File: config.mk
export PLATFORM = sky130hd
export DESIGN_NAME = intc_prio
export DESIGN_NICKNAME = d
export VERILOG_FILES = /design/src/rtl/intc_prio.sv
export SDC_FILE = /design/constraint.sdc
export NUM_CORES = 1
export LEC_CHECK = 0
export ABC_AREA = 1
export ABC_CLOCK_PERIOD_IN_PS = 1330
export CAP_MARGIN = 20
export CORE_MARGIN = 1.5
export CORE_UTILIZATION = 24
export CTS_CLUSTER_DIAMETER = 80
export CTS_CLUSTER_SIZE = 25
export DETAILED_ROUTE_END_ITERATION = 16
export GPL_ROUTABILITY_DRIVEN = 0
export SLEW_MARGIN = 20
export SYNTH_ARGS = -nofsm -noshare
export SYNTH_HDL_FRONTEND = slang
export SYNTH_SLANG_ARGS = --single-unit
File: constraint.sdc
create_clock -name clk -period 1.33 [get_ports clk]
set_clock_uncertainty 0.15 [all_clocks]
set_input_delay 0.3325 -clock clk [delete_from_list [all_inputs] [get_ports clk]]
set_output_delay 0.3325 -clock clk [all_outputs]
set_load 0.01 [all_outputs]
File: src/rtl/intc_prio.sv
// Prioritised interrupt controller: latches irq edges, grants the highest eligible channel above the in-service level via registered req/ack.
// Latency: irq edge -> pending 1 cycle, pending -> irq_req 1 cycle; at least one idle cycle between grants. Backpressure: irq_vec holds until int_ack.
// INTC_NEST_EN: defined = nested preemption by priority; undefined = one interrupt in service at a time.
module intc_prio #(
    parameter int NCH = 8,
    parameter int IDW = $clog2(NCH)
) (
    input  logic           clk,
    input  logic           reset,
    input  logic [NCH-1:0] irq,
    input  logic [NCH-1:0] mask,
    input  logic           int_ack,
    input  logic           reti,
    output logic           irq_req,
    output logic [NCH-1:0] irq_vec,
    output logic [IDW-1:0] irq_id,
    output logic [NCH-1:0] isr,
    output logic [NCH-1:0] reti_vec,
    output logic [NCH-1:0] pending
);

    localparam logic [NCH-1:0] ONE = {{(NCH-1){1'b0}}, 1'b1};

    typedef enum logic {
        ST_IDLE = 1'b0,
        ST_REQ  = 1'b1
    } state_t;

    state_t         state_q, state_d;
    logic           req_q, req_d;
    logic [NCH-1:0] vec_q, vec_d;
    logic [IDW-1:0] id_q, id_d;
    logic [NCH-1:0] irq_d_q;
    logic [NCH-1:0] pending_q, pending_d;
    logic [NCH-1:0] isr_q, isr_d;
    logic [NCH-1:0] reti_vec_q, reti_vec_d;

    logic [NCH-1:0] rise;
    logic [NCH-1:0] eligible;
    logic [NCH-1:0] cand_oh;
    logic [IDW-1:0] cand_idx;
    logic [NCH-1:0] isr_top;
    logic           cand_hit;
    logic           cand_ok;
    logic           reti_fire;
    logic [NCH-1:0] retire;
    logic [NCH-1:0] grant_oh;

    assign rise      = irq & ~irq_d_q;
    assign eligible  = pending_q & mask;
    assign cand_hit  = |eligible;
    assign reti_fire = reti && (|isr_q);

    // Highest set bit wins, both for the candidate and the in-service level.
    always_comb begin
        cand_oh  = '0;
        cand_idx = '0;
        isr_top  = '0;
        for (int i = 0; i < NCH; i++) begin
            if (eligible[i]) begin
                cand_oh  = ONE << i;
                cand_idx = IDW'(i);
            end
            if (isr_q[i]) begin
                isr_top = ONE << i;
            end
        end
    end

`ifdef INTC_NEST_EN
    assign cand_ok = cand_hit && (cand_oh > isr_top);
    assign retire  = reti_fire ? isr_top : '0;
`else
    assign cand_ok = cand_hit && (isr_top == '0);
    assign retire  = reti_fire ? isr_q : '0;
`endif

    always_comb begin
        state_d  = state_q;
        req_d    = req_q;
        vec_d    = vec_q;
        id_d     = id_q;
        grant_oh = '0;
        case (state_q)
            ST_IDLE: begin
                if (cand_ok) begin
                    state_d = ST_REQ;
                    req_d   = 1'b1;
                    vec_d   = cand_oh;
                    id_d    = cand_idx;
                end
            end
            ST_REQ: begin
                if (int_ack) begin
                    state_d  = ST_IDLE;
                    req_d    = 1'b0;
                    vec_d    = '0;
                    id_d     = '0;
                    grant_oh = vec_q;
                end
            end
            default: state_d = ST_IDLE;
        endcase
        // A fresh edge on the granted channel survives the acknowledge.
        pending_d  = (pending_q & ~grant_oh) | rise;
        isr_d      = (isr_q & ~retire) | grant_oh;
        reti_vec_d = retire;
    end

    always_ff @(posedge clk or negedge reset) begin
        if (!reset) begin
            state_q    <= ST_IDLE;
            req_q      <= 1'b0;
            vec_q      <= '0;
            id_q       <= '0;
            irq_d_q    <= '0;
            pending_q  <= '0;
            isr_q      <= '0;
            reti_vec_q <= '0;
        end else begin
            state_q    <= state_d;
            req_q      <= req_d;
            vec_q      <= vec_d;
            id_q       <= id_d;
            irq_d_q    <= irq;
            pending_q  <= pending_d;
            isr_q      <= isr_d;
            reti_vec_q <= reti_vec_d;
        end
    end

    assign irq_req  = req_q;
    assign irq_vec  = vec_q;
    assign irq_id   = id_q;
    assign isr      = isr_q;
    assign reti_vec = reti_vec_q;
    assign pending  = pending_q;

endmodule

* After elaboration in Yosys (flattened, before gate mapping)
Index checks and enable logic that the tools add are counted.
** Storage, ports and cells
- Word-level logic and storage cells :: 64
- Output and inout port bits :: 36
- Register bits after elaboration :: 45
** Cells by class
- Reduce and logical (&&, ||, !) cells :: 6
- Mux-type cells :: 38
- Equality and inequality tests :: 2
- Bitwise gates (word level) :: 10
** Operators by type and width (count)
- 8-bit 2-to-1 mux :: 18
- 8-bit bitwise AND :: 4
- 3-bit 2-to-1 mux :: 8
- 8-bit inverter :: 3
- 8-bit OR :: 2
- 8-bit one-hot mux with 2 select lines :: 1
- 8-bit OR reduction :: 2
- 8-bit zero test :: 1
- 1-bit 2-to-1 mux :: 7
- 3-bit one-hot mux with 2 select lines :: 1
- 2-bit != test, second input constant :: 2
- 1-bit one-hot mux with 2 select lines :: 2
- 1-bit logical AND :: 2
- 2-bit 2-to-1 mux :: 1
- 2-bit AND reduction :: 1
- 1-bit inverter :: 1

* Longest topological paths before layout
Gate-level depths: netlist of the first run.
- Word-level depth :: 12
- Depth in mapped cells :: 9

* Worst setup path after synthesis of the first run
OpenSTA, ideal clock, no wires.
- Path type :: register -> register
- Start point :: reg isr_q[5], in the netlist isr[5]
- End point :: reg vec_q[0], in the netlist irq_vec[0]
- Data required time :: 1.062 ns
- Period minus slack after synthesis :: 1.425 ns
- Slack :: -0.095 ns
- Arrival :: 1.157 ns
- Cell stages (with the launch flop) :: 8
- Path buffers :: 1
- Path through :: dfrtp_1 > nor2_1 > nand2_1 > nor2_4 > nand3_4 > buf_6 > nand3_1 > nand2_1
** On the way
- Longest elaborated chain between the ends :: 7
** Ends and longest elaborated chain
- from (decl) :: line 35 : logic [NCH-1:0] isr_q, isr_d;
- from (signal assigned) :: line 127 : isr_q <= isr_d;
- 8-bit 2-to-1 mux (3 in series) :: line 64 : if (isr_q[i]) begin
- 8-bit zero test :: line 74 : assign cand_ok = cand_hit && (isr_top == '0);
- 1-bit logical AND :: line 74
- 2-bit != test (no line)
- 2-bit AND reduction (no line)
- to (signal assigned) :: line 123 : vec_q <= vec_d;
- to (decl) :: line 31 : logic [NCH-1:0] vec_q, vec_d;
Every way passes these cells.
A chain may end at the register's enable or synchronous reset.

* Worst setup path in the final report of the first run
- Start point :: reg isr_q[0], in the netlist isr[0]
- End point :: reg reti_vec_q[2], in the netlist reti_vec[2]
** On the way
- Longest elaborated chain between the ends :: 3
** Ends and longest elaborated chain
- 8-bit OR reduction :: line 52 : assign reti_fire = reti && (|isr_q);
- 1-bit logical AND :: line 52
- 8-bit 2-to-1 mux :: line 75 : assign retire = reti_fire ? isr_q : '0;
- net reti_vec_d[2] :: line 36 : logic [NCH-1:0] reti_vec_q, reti_vec_d;
- to (signal assigned) :: line 128 : reti_vec_q <= reti_vec_d;
- to (decl) :: line 36
The timed path passes the listed nets, and every way through them passes these cells.

==> reports/results.ini, run 1 <==
[job]
drv_cap=0

[worst_setup_path]
crit_top_cell=nor2_4
r2r_slack_ns=-0.12
cpMaxStageDelayCell=dfrtp_1
slowest_delay_ns=0.41
cp-end-kind=register
reg2reg_depth=7
path_delay_family=simple AND/OR/NAND/NOR gates
cp-start-kind=register
cp-startpoint=isr[0]$_DFF_PN0_
critPathBufInv=2
path_class=register to register
crit_required_ns=1.37
path_cells=nor2_2 -> nand2_2 -> nor2_4 -> buf_4 -> nor2_4 -> inv_4 -> nor2_1
cp_max_fo=8
arrival_ns=1.49
r2r_end=reti_vec[2]$_DFF_PN0_
r2r-start=isr[0]$_DFF_PN0_

[sta]
setup_viol_count_final=35
min_period_ns=1.450
drv_slew=0
worst_slew_pin_slew_ns=0.3629
max_slew_margin_pct=75.81
fmax_mhz=689.6
hold_viol=0
fin_crit_sh_pct=109.0
hold_ws_ns=0.2705
rsz0062_at_grt=true
setup_slack_ns=-0.1202

[clock_tree]
clkTransAtPathRegs_ns=0.08
clock_latency_ns=0.29
clk_path_buf_depth=2
root_buffer=clkbuf_8
cts_buffers=5
cts_sinks=45
cts_tree=built
htreeDepth=2

[die]
fp.dieH_um=90.39
fp-row-count=31
coreArea_um2=7331
start_util_pct=25.00
die-width_um=90.39
pin_count=56
dieArea_um2=8170

[layout]
stdcell_count=394
finalInstanceArea_um2=2856
num-fill-cells=730
final_cell_mix=dfrtp_1 (45), buf_4 (36), inv_1 (32), buf_2 (32), nand2_1 (26)
synthToLayoutAreaGrowth_pct=55.84
multiInputGateArea_um2=625.6
final_net_count=314
final_common_cell=dfrtp_1
drive_gt1_share_pct=40.34
diodes=0
seq_area_um2=1126

[power]
cellPowerDensity_nw_per_um2=1803
power_uw=5151
ir_drop_v=0.0005718
leakage_uw=0.001465

[global_routing]
grt.total_usage_pct=12.17
antenna_found_initial=0
first_global_vias=1596
grt_overflow_total=0
grt_max_degree=19
grt_pass1_wl_um=7803

[min_path]
holdPathEnd=pending[5]$_DFF_PN0_
min_from=irq_d_q[5]$_DFF_PN0_
min_path_type=register to register
holdPathStages=1

[logic_synthesis]
yosysSeqAreaShare_pct=61.43
yosysWarnings=0
yosys.area.top_type=dfrtp_1
synth_seq_cells=45
synthCells=193
synth_nets=213
synth.distinct_cells=16
yosysTopAreaCellShare_pct=61.43
synth_area_um2=1833
avgSynthCellArea_um2=9.497
yosys-top-cells-area=dfrtp_1 (61%), nand2_1 (7.4%), inv_1 (7.0%), o21ai_0 (4.6%), nor2_1 (3.9%)

[drt]
first_iter_violations=101
final_antenna_net_count=0
drc_errors=0
viasPerCell=4.051
post_drt_wl_per_cell_um=12.11
route.final.wire_length_um=4770
dr.pass1.iters=4
num_vias=1596

[placed_design]
dp_hpwl_um=3512
post-place-ws_ns=-0.4407
placed_cells=371
numPortBuffers=55
placed_area_um2=2714

[status]
violations=negative setup slack
status=finished, violations left

## routing by layer
metal  global-route usage, %  vias to the layer above  wire length, µm
li1                        -                      818                -
met4                   4.630                        0               71
met2                   18.43                       47             2130
met1                   16.63                      723             2339
met5                       0                        -                0
met3                   3.114                        8              229
## cell usage after synthesis
library cell and n:
nand3_2 1, nor2_1 19, buf_6 2, nor2_4 3, o22ai_1 8, o21ai_0 17
nand2_2 3, nand3_1 12, nand3_4 1, nand2_1 36, nand4_1 9, nor3_2 1
clkbuf_1 1, dfrtp_1 45, inv_1 34, buf_2 1
## layout make-up
type / instances / share of cell area (%)
flip-flops and latches: 45 / 39.42
repair buffers: 97 / 26.24
multi-input cells: 111 / 21.90
inverters: 34 / 4.555
well taps: 99 / 4.336
clock buffers: 7 / 3.373
clock inverters: 1 / 0.1752
## cells by family (layout without fill, tap and decap cells)
logic type	after synthesis	count (layout)	synth area share, %
AOI/OAI and AO/OA	25	25	7.372
DFF	45	45	61.43
and+or+nand+nor	85	86	22.53
buffers and inverters	38	139	8.668
## registers in the layout (all words and copies together), names as in the netlist
register and count:
irq_d_q 8, irq_id 3, irq_req 1, irq_vec 8
isr 8, pending 8, reti_vec 8, state_q 1
## stage by stage
stage	TNS [ns]	utilization [%]
finish	-2.621	38.97
global route	-5.541	38.97
CTS	-2.013	37.46
detailed placement	-12.54	37.02
global placement	-12.17	37.02
floorplan	-0.8639	-
## power breakdown
part / internal, µW / switching [µW] / leakage, µW
sequential: 1640 / 185 / 0.000554
combinational: 1090 / 1310 / 0.000856
clock: 470 / 452 / 0.0000542
## what timing repair did
action	4_1_cts	5_1_grt
setup endpoints to repair	67	52
pin swaps	10	3
gates resized for setup	161	12
cloned	1	0
hold buffers	1	0
buffers inserted	5	8
hold endpoints to repair	12	0
## worst max-delay path by stage
stage	end	slack [ns]	cells after the start
after floorplan	irq_vec[0]$_DFFE_PN0P_	-0.09	7
after global placement	irq_vec[4]$_DFFE_PN0P_	-0.42	8
after detailed placement	irq_vec[5]$_DFFE_PN0P_	-0.44	8
after CTS	irq_id[0]$_DFFE_PN0P_	-0.13	6
after global routing	irq_id[0]$_DFFE_PN0P_	-0.22	6
final	reti_vec[2]$_DFF_PN0_	-0.12	7
Note: power is estimated with default switching activity, not from simulation.
==> inputs of run 2 (changes only) <==
Settings changed: CORE_UTILIZATION 24 to 41, GPL_ROUTABILITY_DRIVEN 0 to unset, PLACE_DENSITY set to 0.74.
==> run 2 against run 1 <==
Net effect: the run still ends with negative setup slack left; clock power is 7.8% lower; maximum frequency fell by 0.53%; hold slack worse by 0.0050 ns; sequential power about the same; register-to-register slack about the same; critical path depth did not move; count of clock-buffer cells in the layout stayed put; largest cell class unchanged; highest routed layer unchanged.
==> reports/results.ini, run 2 (synthesized netlist as in run 1, its figures left out) <==
[status]
status=finished, violations left
violations=negative setup slack

[drt]
drc_errors=0  ; unchanged
viasPerCell=4.854  ; +20%
route.final.wire_length_um=4793  ; +0.48%
final_antenna_net_count=0  ; unchanged
first_iter_violations=136  ; +35%
dr.pass1.iters=4  ; unchanged
post_drt_wl_per_cell_um=13.69  ; +13%
num_vias=1699  ; +6.5%

[power]
leakage_uw=0.001482  ; +1.2%
switching_share_pct=39.12  ; +1.3 points
comb_power_share_pct=49.3  ; +2.7 points
ir_drop_v=0.0007602  ; +33%
pwr-share-clk_pct=16.0  ; -1.9 points
power.internal_uw=3231  ; +0.86%
cellPowerDensity_nw_per_um2=1857  ; +2.9%
p_sw_uw=2076  ; +6.6%
p_seq_share_pct=34.6  ; -0.9 points

[worst_setup_path]
slowest_delay_ns=0.41  ; about the same
cp_max_fo=6  ; -2
crit_required_ns=1.38  ; about the same
cpMaxStageDelayCell=dfrtp_1
arrival_ns=1.50  ; about the same
cp-end-kind=register
path_class=register to register
cp-start-kind=register
path_cells=nor2_2 -> nand2_2 -> nor2_4 -> buf_6 -> nand3_4 -> nand3_2 -> nand2_1

[die]
fp.dieH_um=69.87  ; -23%
dieArea_um2=4881  ; -40%
fp-row-count=24  ; -23%
coreArea_um2=4324  ; -41%
pin_count=56  ; unchanged
die-width_um=69.87  ; -23%
start_util_pct=42.39  ; +17 points

[sta]
hold_viol=0  ; unchanged
max_slew_margin_pct=79.13  ; +3.3 points
setup_viol_count_final=40  ; +14%
drv_slew=0  ; unchanged
worst_slew_pin_slew_ns=0.3131  ; -0.04979 ns
rsz0062_at_grt=true
fin_crit_sh_pct=109.6  ; +0.58 points
fmax_mhz=685.9  ; -0.53%
setup_slack_ns=-0.1279  ; -0.007750 ns
min_period_ns=1.458  ; +0.007750 ns

[placed_design]
numPortBuffers=55  ; unchanged
place_congestion=0.8224
dp_hpwl_um=3126  ; -11%
post-place-ws_ns=-0.4506  ; -0.009871 ns
placed_area_um2=2670  ; -1.6%

[layout]
final_net_count=318  ; +1.3%
post-route-util_pct=66.12  ; +27 points
synthToLayoutAreaGrowth_pct=55.97  ; about the same
final_common_cell=dfrtp_1
diodes=0  ; unchanged
finalInstanceArea_um2=2859  ; about the same
final_cell_mix=dfrtp_1 (45), buf_4 (37), buf_2 (35)
drive_gt1_share_pct=42.95  ; +2.6 points

[global_routing]
grt.total_usage_pct=19.62  ; +7.4 points
use_met2_pct=31.64  ; +13 points
grt_overflow_total=0  ; unchanged
grt_most_used_layer=met2
use_met1_pct=24.78  ; +8.2 points
antenna_found_initial=0  ; unchanged
grtUsageMet3_pct=6.205  ; +3.1 points
grt_max_degree=34  ; +15
first_global_vias=1649  ; +3.3%
grt_pass1_wl_um=7424  ; -4.9%

[clock_tree]
htreeDepth=2  ; unchanged
clk_path_buf_depth=2  ; unchanged
clkTransAtPathRegs_ns=0.08  ; about the same
root_buffer=clkbuf_8
cts_buffers=5  ; unchanged
cts_tree=built
clock_latency_ns=0.30  ; about the same
cts_sinks=45  ; unchanged

[job]
drv_cap=0  ; unchanged

[min_path]
min_path_type=register to register

==> run 2: cell count changes in the layout (fill, tap and decap cells not counted), moves of 2 or more <==
| cell | previous run | this run |
|---|---|---|
| nor2_2 | 7 | 10 |
| nand3_1 | 8 | 6 |
| nor2_4 | 3 | 5 |
| nor2_1 | 12 | 7 |
| o21ai_1 | 0 | 10 |
| o21ai_0 | 17 | 7 |
| buf_2 | 32 | 35 |
==> run 2: what timing repair did <==
item,4_1_cts,5_1_grt
hold buffers,1,0
pin swaps,14,18
buffers inserted,4,11
hold endpoints to repair,12,0
endpoints found under the setup margin,57,62
gates cloned,1,0
gates resized for setup,159,38
==> run 2: per-stage QoR <==
| step | hold slack, ns | power [µW] | std cells | setup TNS (ns) |
|---|---|---|---|---|
| after global placement | 0.08646 | 3954 | 326 | -10.69 |
| after detailed placement | 0.09045 | 3999 | 326 | -11.43 |
| final | 0.2655 | 5308 | 350 | -2.603 |
| after floorplan | -0.1131 | 2947 | 193 | -0.8639 |
| after global routing | 0.2870 | 5654 | 350 | -5.516 |
| after CTS | 0.2733 | 4844 | 339 | -2.034 |
==> run 2: routing by layer <==
| layer | up-vias | share of wire [%] |
|---|---|---|
| met2 | 60 | 52 |
| met5 | - | 0 |
| met3 | 9 | 6.5 |
| met4 | 0 | 1.5 |
| met1 | 804 | 40 |
| li1 | 826 | - |
==> run 2: worst paths after layout <==
kind                                      start  slack [ns]  cells after the start                     end
max                            isr[0]$_DFF_PN0_       -0.13                      7  irq_vec[6]$_DFFE_PN0P_
max in group asynchronous                 reset        0.26                      3   irq_id[1]$_DFFE_PN0P_
min reg2reg                irq_d_q[7]$_DFF_PN0_        0.27                      1    pending[7]$_DFF_PN0_
min in group asynchronous                 reset        0.30                      2   reti_vec[5]$_DFF_PN0_
min                        irq_d_q[7]$_DFF_PN0_        0.27                      1    pending[7]$_DFF_PN0_
max reg2reg                    isr[0]$_DFF_PN0_       -0.13                      7  irq_vec[6]$_DFFE_PN0P_
==> run 2: power groups by stage <==
stage | Combinational (µW) | Clock, µW | Sequential [µW]
6_report | 2620 | 850 | 1840
3_5_place_dp | 2150 | 0 | 1850
3_3_place_gp | 2110 | 0 | 1840
5_1_grt | 2840 | 939 | 1870
2_1_floorplan | 997 | 0 | 1950
4_1_cts | 2150 | 877 | 1820
==> run 2: cell type report <==
cell class | instances | area [µm²]
fill | 366 | 1465
sequential | 45 | 1126
timing repair buffer | 101 | 774.5
multi-input combinational | 111 | 671.9
inverter | 34 | 135.1
clock buffer | 7 | 86.33
tap | 52 | 65.06
==> run 2: critical path: cells and delay by family (launching register included) <==
kind | cells | cell delay (ns)
buffers and inverters | 1 | 0.14
DFF | 1 | 0.41
and+or+nand+nor | 6 | 0.67
==> inputs of run 3 (changes only) <==
Settings changed: SLEW_MARGIN 20 to 0.
==> results of run 3 <==
The final DEF is identical to that of run 2; final timing and power are the same.
